<file path="src/rtl/fetch_controller_pkg.sv">
// Shared state encoding, buffer entry type and PC helpers for the instruction fetch controller.
package fetch_pkg;

   typedef enum logic [1:0] {
      IDLE  = 2'd0,
      FETCH = 2'd1,
      HALT  = 2'd2
   } fetch_state_t;

   localparam int          INSTR_W = 32;
   localparam logic [31:0] PC_STEP = 32'd4;

   typedef struct packed {
      logic [INSTR_W-1:0] instr;
      logic [31:0]        pc;
   } fetch_entry_t;

   function automatic logic [31:0] word_idx(input logic [31:0] byte_pc);
      return byte_pc >> 2;
   endfunction

endpackage

</file>
<file path="src/rtl/fetch_controller_if.sv">
// Memory read port and decode-side valid/ready handshake of the fetch controller.
interface fetch_controller_if;
   import fetch_pkg::*;

   logic [31:0]        mem_addr;
   logic [INSTR_W-1:0] mem_instr;
   logic               out_valid;
   logic               out_ready;
   logic [INSTR_W-1:0] out_instr;
   logic [31:0]        out_pc;

   modport master (
      output mem_addr,
      input  mem_instr,
      output out_valid,
      input  out_ready,
      output out_instr,
      output out_pc
   );

   modport slave (
      input  mem_addr,
      output mem_instr,
      input  out_valid,
      output out_ready,
      input  out_instr,
      input  out_pc
   );

endinterface

</file>
<file path="src/rtl/fetch_controller_skid_fifo.sv">
// Two-entry skid FIFO holding {instr, pc} pairs between memory response and decode.
module fetch_skid_fifo
   import fetch_pkg::*;
#(
   parameter int DEPTH = 2
) (
   input  logic         clk,
   input  logic         rst_n,
   input  logic         push,
   input  fetch_entry_t push_data,
   input  logic         pop,
   input  logic         flush,
   output logic [1:0]   count,
   output fetch_entry_t head
);

   localparam logic [1:0] FULL = 2'(DEPTH);

   fetch_entry_t entries [2];
   logic         rd_ptr;
   logic         wr_ptr;
   logic         do_push;
   logic         do_pop;

   // Write slot sits count entries past the read slot; when full it aliases the slot being popped.
   assign wr_ptr  = rd_ptr ^ count[0];
   assign do_pop  = pop & (count != 2'd0);
   assign do_push = push & ((count != FULL) | do_pop);
   assign head    = entries[rd_ptr];

   always_ff @(posedge clk or negedge rst_n) begin
      if (!rst_n) begin
         for (int i = 0; i < 2; i++) entries[i] <= '0;
         rd_ptr <= 1'b0;
         count  <= 2'd0;
      end else if (flush) begin
         count <= 2'd0;
      end else begin
         if (do_push) entries[wr_ptr] <= push_data;
         if (do_pop)  rd_ptr <= ~rd_ptr;
         count <= count + 2'(do_push) - 2'(do_pop);
      end
   end

endmodule

</file>
<file path="src/rtl/fetch_controller.sv">
// Instruction fetch sequencer: owns the PC, issues one memory read per cycle, buffers responses for decode.
// Optional saturating performance counters are enabled with FETCH_PERF_CNT_EN.
//
//   state | meaning
//   IDLE  | waiting for start; redirects ignored
//   FETCH | issuing reads while the skid FIFO has room
//   HALT  | PC ran past the memory; no issue, FIFO drains
module fetch_controller
   import fetch_pkg::*;
#(
   parameter int          MEM_DEPTH = 30,
   parameter logic [31:0] BOOT_PC   = 32'h0,
   parameter int          BUF_DEPTH = 2
) (
   input  logic                clk,
   input  logic                rst_n,
   input  logic                start,
   input  logic                redirect_valid,
   input  logic [31:0]         redirect_pc,
   fetch_controller_if.master  fetch_bus,
   output logic                busy,
   output logic                done
`ifdef FETCH_PERF_CNT_EN
   ,
   output logic [31:0]         perf_fetched,
   output logic [31:0]         perf_stall,
   output logic [15:0]         perf_flush
`endif
);

   localparam logic [31:0] DEPTH_WORDS = MEM_DEPTH;

   fetch_state_t state, state_nxt;
   logic [31:0]  pc, pc_nxt;
   logic [31:0]  mem_addr_q, mem_addr_nxt;
   logic [31:0]  issue_pc, issue_pc_nxt;
   logic         inflight, inflight_nxt;
   logic         issue;
   logic         deq;
   logic         redirect_take;
   logic         room;
   logic [1:0]   count;
   fetch_entry_t head;

   assign deq           = fetch_bus.out_valid & fetch_bus.out_ready;
   assign redirect_take = redirect_valid & (state != IDLE);
   assign room          = (({1'b0, count} + {2'b00, inflight} - {2'b00, deq}) < 3'd2);

   // The response arriving in a redirect cycle belongs to the old path and is dropped.
   fetch_skid_fifo #(.DEPTH(BUF_DEPTH)) u_skid (
      .clk       (clk),
      .rst_n     (rst_n),
      .push      (inflight & ~redirect_take),
      .push_data ('{instr: fetch_bus.mem_instr, pc: issue_pc}),
      .pop       (deq),
      .flush     (redirect_take),
      .count     (count),
      .head      (head)
   );

   assign fetch_bus.mem_addr  = mem_addr_q;
   assign fetch_bus.out_valid = (count != 2'd0);
   assign fetch_bus.out_instr = head.instr;
   assign fetch_bus.out_pc    = head.pc;
   assign busy                = (state != IDLE);
   assign done                = (state == HALT) && (count == 2'd0) && !inflight;

   always_comb begin
      state_nxt    = state;
      pc_nxt       = pc;
      mem_addr_nxt = mem_addr_q;
      issue_pc_nxt = issue_pc;
      inflight_nxt = 1'b0;
      issue        = 1'b0;
      if (redirect_take) begin
         pc_nxt    = redirect_pc & ~32'h3;
         state_nxt = (word_idx(redirect_pc) < DEPTH_WORDS) ? FETCH : HALT;
      end else begin
         case (state)
            IDLE: begin
               if (start) begin
                  state_nxt = FETCH;
                  pc_nxt    = BOOT_PC;
               end
            end
            FETCH: begin
               if (word_idx(pc) >= DEPTH_WORDS) begin
                  state_nxt = HALT;
               end else if (room) begin
                  issue        = 1'b1;
                  mem_addr_nxt = word_idx(pc);
                  pc_nxt       = pc + PC_STEP;
                  issue_pc_nxt = pc;
                  inflight_nxt = 1'b1;
               end
            end
            HALT:    state_nxt = HALT;
            default: state_nxt = IDLE;
         endcase
      end
   end

   always_ff @(posedge clk or negedge rst_n) begin
      if (!rst_n) begin
         state      <= IDLE;
         pc         <= BOOT_PC;
         mem_addr_q <= 32'd0;
         issue_pc   <= 32'd0;
         inflight   <= 1'b0;
      end else begin
         state      <= state_nxt;
         pc         <= pc_nxt;
         mem_addr_q <= mem_addr_nxt;
         issue_pc   <= issue_pc_nxt;
         inflight   <= inflight_nxt;
      end
   end

`ifdef FETCH_PERF_CNT_EN
   always_ff @(posedge clk or negedge rst_n) begin
      if (!rst_n) begin
         perf_fetched <= 32'd0;
         perf_stall   <= 32'd0;
         perf_flush   <= 16'd0;
      end else begin
         if (issue && (perf_fetched != '1)) perf_fetched <= perf_fetched + 32'd1;
         if ((state == FETCH) && !issue && (perf_stall != '1)) perf_stall <= perf_stall + 32'd1;
         if (redirect_take && (perf_flush != '1)) perf_flush <= perf_flush + 16'd1;
      end
   end
`endif

endmodule

</file>
<file path="src/flat_wrapper.sv">
// flat-port wrapper written by rule: the top's interface ports become plain ports
module fetch_controller_flat import fetch_pkg::*;
#(
   parameter int          MEM_DEPTH = 30,
   parameter logic [31:0] BOOT_PC   = 32'h0,
   parameter int          BUF_DEPTH = 2
)
  (clk, rst_n, start, redirect_valid, redirect_pc, busy, done, fetch_bus_mem_addr, fetch_bus_mem_instr, fetch_bus_out_valid, fetch_bus_out_ready, fetch_bus_out_instr, fetch_bus_out_pc);
  fetch_controller_if fetch_bus_i ();
  input  logic clk;
  input  logic rst_n;
  input  logic start;
  input  logic redirect_valid;
  input  logic [31:0] redirect_pc;
  output logic busy;
  output logic done;
  output wire logic [$bits(fetch_bus_i.mem_addr)-1:0] fetch_bus_mem_addr;
  input wire logic [$bits(fetch_bus_i.mem_instr)-1:0] fetch_bus_mem_instr;
  output wire logic [$bits(fetch_bus_i.out_valid)-1:0] fetch_bus_out_valid;
  input wire logic [$bits(fetch_bus_i.out_ready)-1:0] fetch_bus_out_ready;
  output wire logic [$bits(fetch_bus_i.out_instr)-1:0] fetch_bus_out_instr;
  output wire logic [$bits(fetch_bus_i.out_pc)-1:0] fetch_bus_out_pc;
  assign fetch_bus_mem_addr = fetch_bus_i.mem_addr;
  assign fetch_bus_i.mem_instr = fetch_bus_mem_instr;
  assign fetch_bus_out_valid = fetch_bus_i.out_valid;
  assign fetch_bus_i.out_ready = fetch_bus_out_ready;
  assign fetch_bus_out_instr = fetch_bus_i.out_instr;
  assign fetch_bus_out_pc = fetch_bus_i.out_pc;
  fetch_controller #(.MEM_DEPTH(MEM_DEPTH), .BOOT_PC(BOOT_PC), .BUF_DEPTH(BUF_DEPTH)) u_core (.clk(clk), .rst_n(rst_n), .start(start), .redirect_valid(redirect_valid), .redirect_pc(redirect_pc), .fetch_bus(fetch_bus_i), .busy(busy), .done(done));
endmodule
</file>
<file path="config.mk">
export PLATFORM = sky130hd
export DESIGN_NAME = fetch_controller_flat
export DESIGN_NICKNAME = d
export VERILOG_FILES = /design/src/rtl/fetch_controller_pkg.sv /design/src/rtl/fetch_controller_if.sv /design/src/rtl/fetch_controller_skid_fifo.sv /design/src/rtl/fetch_controller.sv /design/src/flat_wrapper.sv
export SDC_FILE = /design/constraint.sdc
export NUM_CORES = 1
export LEC_CHECK = 0
export CORE_MARGIN = 2
export CORE_UTILIZATION = 52
export CTS_CLUSTER_SIZE = 12
export DETAILED_ROUTE_END_ITERATION = 8
export GPL_TIMING_DRIVEN = 0
export HOLD_SLACK_MARGIN = 0.06
export PLACE_DENSITY = 0.85
export SLEW_MARGIN = 20
export SYNTH_ARGS = -nofsm -noshare
export SYNTH_HDL_FRONTEND = slang
export SYNTH_SLANG_ARGS = --single-unit
</file>
<file path="constraint.sdc">
create_clock -name clk -period 3.8 [get_ports clk]
set_input_delay 0.76 -clock clk [delete_from_list [all_inputs] [get_ports clk]]
set_output_delay 0.76 -clock clk [all_outputs]
set_load 0.01 [all_outputs]
</file>
==> results list <==
- Number of DRC markers in iteration 0: between 300 and 400
* Leak: between 0.005 and 0.006 uW
* Vert. Die Dim: 130 um
- Number of buffers created by CTS: 17
- Worst Path Buf+Inv: 1
- Synthesized flop and latch total: 190
* Leading cell types by total area after synthesis: dfrtp_1, mux2_2, a22o_1, and2_1, mux2_4
- CTS tree: yes
- Cell type group with the largest total delay on the critical path: simple AND/OR/NAND/NOR gates
* Status: complete, no violations
- In this run the worst hold path is classified as primary input to async pin.
- Number of diodes: 0
- Share of the cycle needed by the critical path after routing: 0.865
* Filler cell count: 1,117
* Wire length of the first global-routing pass: between 20 and 30 mm
- Detailed routing inserted a total of about 5,500 vias.
* Crit path required time: between 4 and 5 ns
* Number of DRC violations after detailed routing: 0
- Initial cell density of the core: 0.527
- The via count of the first global-routing pass is 5,707.
- Final min period: 3.29 ns
* Fraction of post-synthesis cell area in the top cell type by area: 0.574
* Worst vdd rail ir drop: between 300 and 400 uV
* Die width: 130 um
- Wire length per cell: 18.3 um
* Max Fclk: between 300 and 400 MHz
- Buffers on Ports: 161
- Classification of the worst setup path: flop to flop
* Final max-slew violation count: 0
* Clock slew seen by the registers of the worst setup and hold paths: about 0.07 ns
- In this run, post-CTS hold repair placed 0 buffers.
- CTS built an H-tree with a depth of 4.
- Antenna-violating nets left: 0
- Largest buffer count on any clock path: 2
* Worst Hold Margin: 0.245 ns
* Syn Inst Count: 586
- Cells along the critical path: or2_2 -> nand2_1 -> inv_1 -> ha_1 -> nand2b_1 -> fa_1 -> xnor2_1 -> nand2_1 -> or4_1 -> nor3_1 -> o22ai_1
* Final GP Congestion: 0.838
- Reg2Reg Setup Slack: 0.51 ns
* Mean Syn Cell Area: 14.1 um^2
* Netlist area before placement: approximately 0.0083 mm^2
* Initial antenna violation count: 0
- Cell seen most often among critical-path stages: nand2_1
- For this run, the register share of the synthesized area comes to 0.574.
* Critical Path AT: 3.57 ns
* Total length of routed wires: 18.3 mm
- Residual overflow from global routing: 0
- Root Buffer Master: clkbuf_16
- During synthesis, Yosys emitted a total of 0 warnings.
* Share of final-layout standard cells stronger than drive strength 1: 0.337
- Finished layout cell area: 0.0108 mm^2
* Vias per Instance: 5.49
- The floorplan has 46 rows.
- Pin count of the biggest net entering global routing: 75
* Total Die Area: 0.0170 mm^2
- CP Launch Type: flop
- Setup repair after global routing left no endpoint under its margin.
- Router iterations before antenna repair: 4
- STA classifies the critical path endpoint as a flop.
* Setup_tns: 0 ns
- Postcts setup bufs: 0
- Measured in cells, the most critical reg-to-reg path has a length of 11.
- Dividing total power by cell area gives a power density of 411 mW/mm^2.
* Critical path fanouts, max: 6
- Post-synthesis cell type with the largest combined area: dfrtp_1
- At the pin with the least slew margin, the transition time is 0.752 ns.
- Number of primary I/O pins: 168
* Core region area: 0.0157 mm^2
- Relative to the synthesized area, the layout overhead comes to 30.6%.
- Worst reg2reg path startpoint: u_core.u_skid.count[1]
- End-of-flow core utilization: 0.689
* Clock Sink Count: 190
- The synthesized netlist contains 49 unique library cells.
* Slowest-stage cell, CP: or4_1
- For the final database, setup skew stands at 0.0116 ns.
- Net count of the finished layout: ~850
- Final hold vios: 0
- All-Layer GR Usage: 0.228
- At the later pin of the worst-skew pair, clock insertion delay measures 0.43 ns.
- After clock tree synthesis, the repair step resized 0 gates.
- Among all flip-flop cells after synthesis, the most frequent one is dfrtp_1.
* Proportion of register bits with asynchronous set or reset after synthesis: 1.00
- Worst-case headroom to the max-slew limit: 0.497
- Dpl hpwl: 13.1 mm
- Setup violations remaining at the end of the flow were counted as 0.
- Number of enable-type register cells in the synthesized netlist: 0
- Placed inst area: 0.0102 mm^2
- # Max-Cap Violations: 0
* Critical path's largest stage delay: 0.47 ns
- Overall power after layout: about 4400 uW
- In this run the critical register-to-register path is captured at u_core.pc[6].
[worst register-to-register path: stages, from the launching register on]
cell,delay [ns]
dfrtp_1,0.46
or2_2,0.37
nand2_1,0.16
inv_1,0.06
ha_1,0.26
nand2b_1,0.15
fa_1,0.40
xnor2_1,0.31
nand2_1,0.10
or4_1,0.47
nor3_1,0.28
o22ai_1,0.13
[worst max path at each step]
stage / startpoint / end / cells after the start
floorplan: u_core.u_skid.count[1] / u_core.pc[17] / 12
global placement: rst_n / u_core.u_skid.entries[120] / 1
detailed placement: fetch_bus_out_ready / u_core.pc[31] / 12
CTS: u_core.u_skid.rd_ptr / fetch_bus_out_pc[23] / 4
global route: u_core.u_skid.rd_ptr / fetch_bus_out_instr[27] / 4
finish: u_core.u_skid.count[1] / u_core.pc[6] / 11
[layer usage]
layer,GRT usage,share of wire
met1,0.297,0.42
met2,0.385,0.51
met3,0.0451,0.049
met4,0.0746,0.020
met5,0,0
[synthesized netlist by cell type, types with 5 or more instances]
cell type / number
a21oi_1: 6
a22o_1: 22
and2_1: 20
and2_2: 5
buf_1: 6
buf_2: 14
clkbuf_1: 9
dfrtp_1: 190
ha_1: 7
inv_1: 10
mux2_2: 187
mux2_4: 7
nand2_1: 17
nand3_1: 5
nand4_1: 6
nor2_1: 8
nor3_1: 6
nor4_1: 11
[cell type report]
cell class              instances  area, um^2  area share
inverters                      10        37.5     0.00347
repair buffers                163        1670       0.154
plain buffers                  35         179      0.0165
flip-flops and latches        190        4750       0.439
multi-input cells             354        3330       0.307
well taps                     216         270      0.0250
clock inverters                12         135      0.0125
clock buffers                  20         447      0.0413
[power by group]
| group | switching (uW) | internal, uW |
|---|---|---|
| clock network | 758 | 992 |
| logic | 250 | 240 |
| registers | 95.5 | 2110 |
| total | 1100 | 3340 |
[placed cells by master, fill, tap and decap left out, drive strengths merged, types with 2 or more instances in the layout]
cell,n
mux2,194
dfrtp,190
clkdlybuf4s50,160
clkbuf,29
buf,29
and2,25
a22o,23
nand2,17
nor4,15
inv,13
nor2,8
ha,7
nand4,7
nor3,7
a21oi,6
nand3,5
mux2i,4
conb,4
clkinvlp,4
o21ai,4
clkinv,3
or2,2
nor2b,2
nand2b,2
xor2,2
or3,2
a211oi,2
o22ai,2
bufinv,2
[registers in the layout, summed over array words and instances (netlist names)]
register	cells
u_core.u_skid.count	2
u_core.u_skid.rd_ptr	1
u_core.u_skid.entries	124
u_core.pc	30
u_core.inflight	1
u_core.state	2
u_core.issue_pc	30
[cell families after synthesis]
| family | Yosys count | synth area share |
|---|---|---|
| and+or+nand+nor | 97 | 0.0711 |
| buffers and inverters | 45 | 0.0261 |
| adders and majority gates | 8 | 0.0130 |
| DFF | 190 | 0.574 |
| muxes | 198 | 0.272 |
| other | 1 | 0.000453 |
| AOI/OAI and AO/OA | 44 | 0.0408 |
| xor gates and xnor gates | 3 | 0.00317 |
[stage by stage]
stage / worst slack (ns) / cells
2_1_floorplan: 0.877 / 589
4_1_cts: 0.493 / 1000
3_5_place_dp: 0.162 / 968
5_1_grt: 0.406 / 1000
6_report: 0.513 / 1000
3_3_place_gp: -5.27 / 966
Power figures use the tool's default switching activity.
